File: src/rtl/alu_arbiter.sv
// alu_arbiter: shares one combinational ALU between two requesters.
//   Requester 0 = main execute path, requester 1 = branch/address compare.
//   Round-robin arbitration, registered ALU operands, and a per-requester
//   response with a valid/ready handshake.
//   FSM: IDLE (grant) -> EXEC (ALU driven, 1 cycle) -> RESP (hold until ready).
//
// Ports:
//   clk, reset                 clock, synchronous active-high reset
//   req_valid/req_ready[1:0]   request handshake, bit i = requester i
//   reqN_in1/reqN_in2/reqN_op  requester N operands and ALU control code
//   alu_in1/alu_in2/alu_control  drive to the ALU (zero outside EXEC)
//   alu_result/alu_zero        combinational ALU outputs
//   rsp_valid/rsp_ready[1:0]   response handshake, bit i = requester i
//   rsp_data/rsp_zero/rsp_err  captured response
//
// Build option: ALU_ARB_OPCHK_EN -- when defined, op codes above 10 are
//   rejected at grant time: EXEC is skipped and the response carries
//   rsp_err=1 with zero data one cycle after the grant. When undefined,
//   every code goes through the ALU and rsp_err is always 0.
module alu_arbiter #(
  parameter int WIDTH = 32,
  parameter int OPW   = 4
) (
  input  logic             clk,
  input  logic             reset,
  input  logic [1:0]       req_valid,
  output logic [1:0]       req_ready,
  input  logic [WIDTH-1:0] req0_in1,
  input  logic [WIDTH-1:0] req0_in2,
  input  logic [OPW-1:0]   req0_op,
  input  logic [WIDTH-1:0] req1_in1,
  input  logic [WIDTH-1:0] req1_in2,
  input  logic [OPW-1:0]   req1_op,
  output logic [WIDTH-1:0] alu_in1,
  output logic [WIDTH-1:0] alu_in2,
  output logic [OPW-1:0]   alu_control,
  input  logic [WIDTH-1:0] alu_result,
  input  logic             alu_zero,
  output logic [1:0]       rsp_valid,
  input  logic [1:0]       rsp_ready,
  output logic [WIDTH-1:0] rsp_data,
  output logic             rsp_zero,
  output logic             rsp_err
);

  typedef enum logic [1:0] {IDLE, EXEC, RESP} state_t;

  state_t           state_q, state_d;
  logic             id_q, last_q;
  logic [WIDTH-1:0] in1_q, in2_q, data_q;
  logic [OPW-1:0]   op_q;
  logic             zero_q, err_q;

  logic             gnt_vld, gnt_id, op_bad;
  logic [OPW-1:0]   gnt_op;

  // Grant selection: a lone requester wins; on a tie the one that did not
  // win last time wins. With neither valid gnt_id is don't-care.
  always_comb begin
    gnt_vld = |req_valid;
    gnt_id  = (&req_valid) ? ~last_q : ~req_valid[0];
    gnt_op  = gnt_id ? req1_op : req0_op;
`ifdef ALU_ARB_OPCHK_EN
    op_bad  = (gnt_op > OPW'(10));
`else
    op_bad  = 1'b0;
`endif
  end

  // State register
  always_ff @(posedge clk) begin
    if (reset) state_q <= IDLE;
    else       state_q <= state_d;
  end

  // Next-state logic
  always_comb begin
    state_d = state_q;
    case (state_q)
      IDLE:    if (gnt_vld) state_d = op_bad ? RESP : EXEC;
      EXEC:    state_d = RESP;
      RESP:    if (rsp_ready[id_q]) state_d = IDLE;
      default: state_d = IDLE;
    endcase
  end

  // Output logic
  always_comb begin
    req_ready   = 2'b00;
    rsp_valid   = 2'b00;
    alu_in1     = '0;
    alu_in2     = '0;
    alu_control = '0;
    if (state_q == IDLE && gnt_vld && !reset) req_ready = 2'b01 << gnt_id;
    if (state_q == RESP)                      rsp_valid = 2'b01 << id_q;
    if (state_q == EXEC) begin
      alu_in1     = in1_q;
      alu_in2     = in2_q;
      alu_control = op_q;
    end
  end

  assign rsp_data = data_q;
  assign rsp_zero = zero_q;
  assign rsp_err  = err_q;

  // Captured request and response registers
  always_ff @(posedge clk) begin
    if (reset) begin
      last_q <= 1'b1;
      id_q   <= 1'b0;
      in1_q  <= '0;
      in2_q  <= '0;
      op_q   <= '0;
      data_q <= '0;
      zero_q <= 1'b0;
      err_q  <= 1'b0;
    end else begin
      if (state_q == IDLE && gnt_vld) begin
        id_q   <= gnt_id;
        last_q <= gnt_id;
        in1_q  <= gnt_id ? req1_in1 : req0_in1;
        in2_q  <= gnt_id ? req1_in2 : req0_in2;
        op_q   <= gnt_op;
        if (op_bad) begin
          // Rejected op: response is formed now, ALU never sees it.
          data_q <= '0;
          zero_q <= 1'b0;
          err_q  <= 1'b1;
        end
      end
      if (state_q == EXEC) begin
        data_q <= alu_result;
        zero_q <= alu_zero;
        err_q  <= 1'b0;
      end
    end
  end

endmodule

File: config.mk
export PLATFORM = sky130hd
export DESIGN_NAME = alu_arbiter
export DESIGN_NICKNAME = d
export VERILOG_FILES = /design/src/rtl/alu_arbiter.sv
export SDC_FILE = /design/constraint.sdc
export NUM_CORES = 1
export LEC_CHECK = 0
export CORE_MARGIN = 3
export CORE_UTILIZATION = 39
export CTS_BUF_LIST = sky130_fd_sc_hd__clkbuf_16
export DETAILED_ROUTE_END_ITERATION = 6
export MAX_ROUTING_LAYER = met4
export PLACE_DENSITY_LB_ADDON = 0.1
export SLEW_MARGIN = 10
export SYNTH_ARGS = -nofsm -noshare
export SYNTH_HDL_FRONTEND = slang
export SYNTH_SLANG_ARGS = --single-unit
File: constraint.sdc
create_clock -name clk -period 1.7 [get_ports clk]
set_input_delay 0.255 -clock clk [delete_from_list [all_inputs] [get_ports clk]]
set_output_delay 0.255 -clock clk [all_outputs]
set_load 0.005 [all_outputs]
==> run_results.csv <==
group,metric,value,unit
outcome,violations,"negative setup slack",
place,dp_slack,-0.327,ns
die,coreArea,0.0128,mm^2
synth,ys_ff_latch,105,
drt,detail-route-antenna-nets,0,
clock_network,path_clk_slew,0.08,ns
worst_setup_path,slowest_delay,0.32,ns
synth,synth-edff-count,0,
final_layout,synthToLayoutAreaGrowth,66.6,%
worst_setup_path,crit_buf_inv,5,
final_layout,seq_area,0.00210,mm^2
drt,first_iter_violations,455,
final_layout,n_fill_cell,1078,
timing,finalClockSkew,0.0104,ns
pwr,cellPowerDensity,818,mW/mm^2
synth,syn_nets,824,
grt,grt_pass1_vias,5784,
final_layout,multi_input_area,0.00282,mm^2
grt,grt_use_total,0.259,
pwr,total_leakage_power,3.36,nW
grt,grt_max_degree,105,
pwr,irDropWorstVdd,0.000468,V
clock_network,cts_tree,"built",
place,gp_congestion,0.816,
drt,drt_wl_total,20100,um
timing,tightestPinTransition,0.562,ns
clock_network,cts_buffers,9,
synth,synth_seq_area_share,0.407,
worst_setup_path,crit_family,"buffers and inverters",
drt,dr.pass1.iters,5,
clock_network,clock_path_buffers,2,
final_layout,final_nets,1078,
die,io_pins,281,
timing,hold_viol_final,0,
die,die_x,121,um
die,die_h,121,um
clock_network,worstSkewPairLatency,0.34,ns
clock_network,clock-root-buffer,"clkbuf_16",
clock_network,numClockSinks,105,
grt,antenna_found_initial,0,
worst_setup_path,criticalPathCategory,"reg2out",
synth,synth_area_leader_cell,"dfxtp_1",
die,row_count,41,
timing,worst_slack,-0.136,ns
timing,rsz0062_at_grt,"true",
synth,synth_most_common_cell,"dfxtp_1",
worst_setup_path,cp_max_fo,8,
place,place_hpwl,13400,um
die,start_util,0.404,
min_path,hold_path_class,"in2reg",
timing,drv_slew,0,
synth,synth_warnings,0,
timing,hold-worst-slack,0.142,ns
worst_setup_path,cp_common_cell,"buf_6",
clock_network,htreeDepth,3,
synth,syn_inst,649,
synth,synthDistinctLibCells,29,
die,dieArea,0.0147,mm^2
drt,post-route-drc-count,0,
grt,grt_overflow,0,
final_layout,antennaDiodeCount,0,
drt,vias,6053,
worst_setup_path,critPathCaptureType,"primary output",
timing,relSlewSlack,0.625,
final_layout,finish.instance_area,0.00860,mm^2
worst_setup_path,required,1.44,ns
place,port_buffers,279,
synth,synthTopCellsByArea,"dfxtp_1 (41%), a21oi_1 (10%), and2_1 (8.4%)",
synth,synthTopCellsByCount,"dfxtp_1 (105), a21oi_1 (104), and2_1 (69)",
place,placedInstanceArea,0.00813,mm^2
worst_setup_path,slowest_stage,"dfxtp_2",
worst_setup_path,worstSetupStartpointType,"flop",
final_layout,drive_above_1_share,0.209,
timing,fmax,0.545,GHz
pwr,total_power,7.03,mW
synth,avgSynthCellArea,7.95,um^2
worst_setup_path,worstPathArrival,1.58,ns
outcome,status,"finished, violations left",
synth,synthArstFlopShare,0,
worst_setup_path,crit_path_cell_trace,"nor2b_4, buf_12, buf_6, buf_6, clkbuf_16, and2_1, buf_2",
timing,finalCritPeriodShare,1.08,
synth,synthFlopType,"dfxtp_1",
timing,finalSetupTns,-4.43,ns
synth,synth_area,0.00516,mm^2
grt,grt_pass1_wl,29800,um
synth,synth_top_area_frac,0.407,
drt,wire_per_inst,18.6,um
timing,setup_viol,48,
timing,fin_crit,1.84,ns
drt,viasPerCell,5.60,
job,drv_cap,0,
==> metrics by stage <==
step                std cells   util
floorplan                 649      -
global placement         1047  0.636
detailed placement       1047  0.636
CTS                      1063  0.663
global route             1080  0.673
finish                   1080  0.673
==> worst paths after layout <==
check	start	endpoint	slack, ns	cells after the start
setup reg to reg	state_q[1]	in1_q[5]	0.08	6
setup / recovery	state_q[0]	alu_in2[27]	-0.14	7
hold reg to reg	rsp_data[23]	rsp_data[23]	0.45	2
hold / removal	reset	in1_q[10]	0.14	2
==> worst reg2reg max path: cells and delay by family, from the launching register on <==
| kind | cells | cell delay (ns) |
|---|---|---|
| buf+inv | 3 | 0.63 |
| flops | 1 | 0.34 |
| compound gates | 1 | 0.14 |
| simple gates | 2 | 0.39 |
==> power by group <==
| part | leakage (nW) | internal, mW | total [mW] | switching [mW] |
|---|---|---|---|---|
| clock network | 0.146 | 1.16 | 2.13 | 0.976 |
| registers | 0.868 | 2.73 | 2.86 | 0.134 |
| logic | 2.35 | 1.12 | 2.04 | 0.918 |
| total | 3.36 | 5.00 | 7.03 | 2.03 |
==> sequential cells by signal (all words and copies together), names as in the netlist <==
| name | flops |
|---|---|
| last_q | 1 |
| state_q | 2 |
| in1_q | 32 |
| in2_q | 32 |
| rsp_data | 32 |
| op_q | 4 |
| rsp_zero | 1 |
| id_q | 1 |
==> kinds of logic (layout without fill, tap and decap cells) <==
group / Yosys count / after routing / share of synthesized area
AND/OR/NAND/NOR: 219 / 219 / 0.216
other: 1 / 1 / 0.000726
multiplexers: 1 / 1 / 0.00194
AO/OA/AOI/OAI: 241 / 241 / 0.308
flip-flops: 105 / 105 / 0.407
buffers and inverters: 82 / 341 / 0.0664
==> routing by layer <==
layer,vias up,global-route usage,wire (um)
met2,297,0.426,9880
li1,2836,-,-
met3,42,0.0434,1400
met4,0,0.115,593
met1,2878,0.312,8200
met5,-,-,0
==> area by class of cell <==
type	instances	area share
Clock buffer	9	0.0262
Clock inverter	7	0.00902
Tap cell	172	0.0250
Timing Repair Buffer	324	0.366
Multi-Input combinational cell	462	0.328
Sequential cell	105	0.245
Inverter	1	0.000437
==> repair_timing <==
item,CTS,global route
gates resized for setup,77,176
cloned,0,5
buffers inserted,0,12
endpoints found under the setup margin,85,139
hold endpoints to repair,0,0
hold buffers,0,0
pin swaps,0,11
==> cells in the final DEF, fill, tap and decap left out, drive strengths merged, types with 2 or more instances in the layout <==
cell / netlist / routed
a21oi: 104 / 104
nand2: 68 / 68
nor2: 2 / 2
a311oi: 68 / 68
clkdlybuf4s50: 0 / 205
inv: 1 / 3
clkbuf: 68 / 61
nor3: 2 / 2
clkinv: 0 / 3
dlymetal6s2s: 0 / 4
nand3: 68 / 68
and2: 69 / 69
nand2b: 2 / 2
o21ai: 68 / 68
nor3b: 2 / 2
buf: 13 / 61
dfxtp: 105 / 105
dlygate4sd2: 0 / 2
Power figures use the tool's default switching activity.
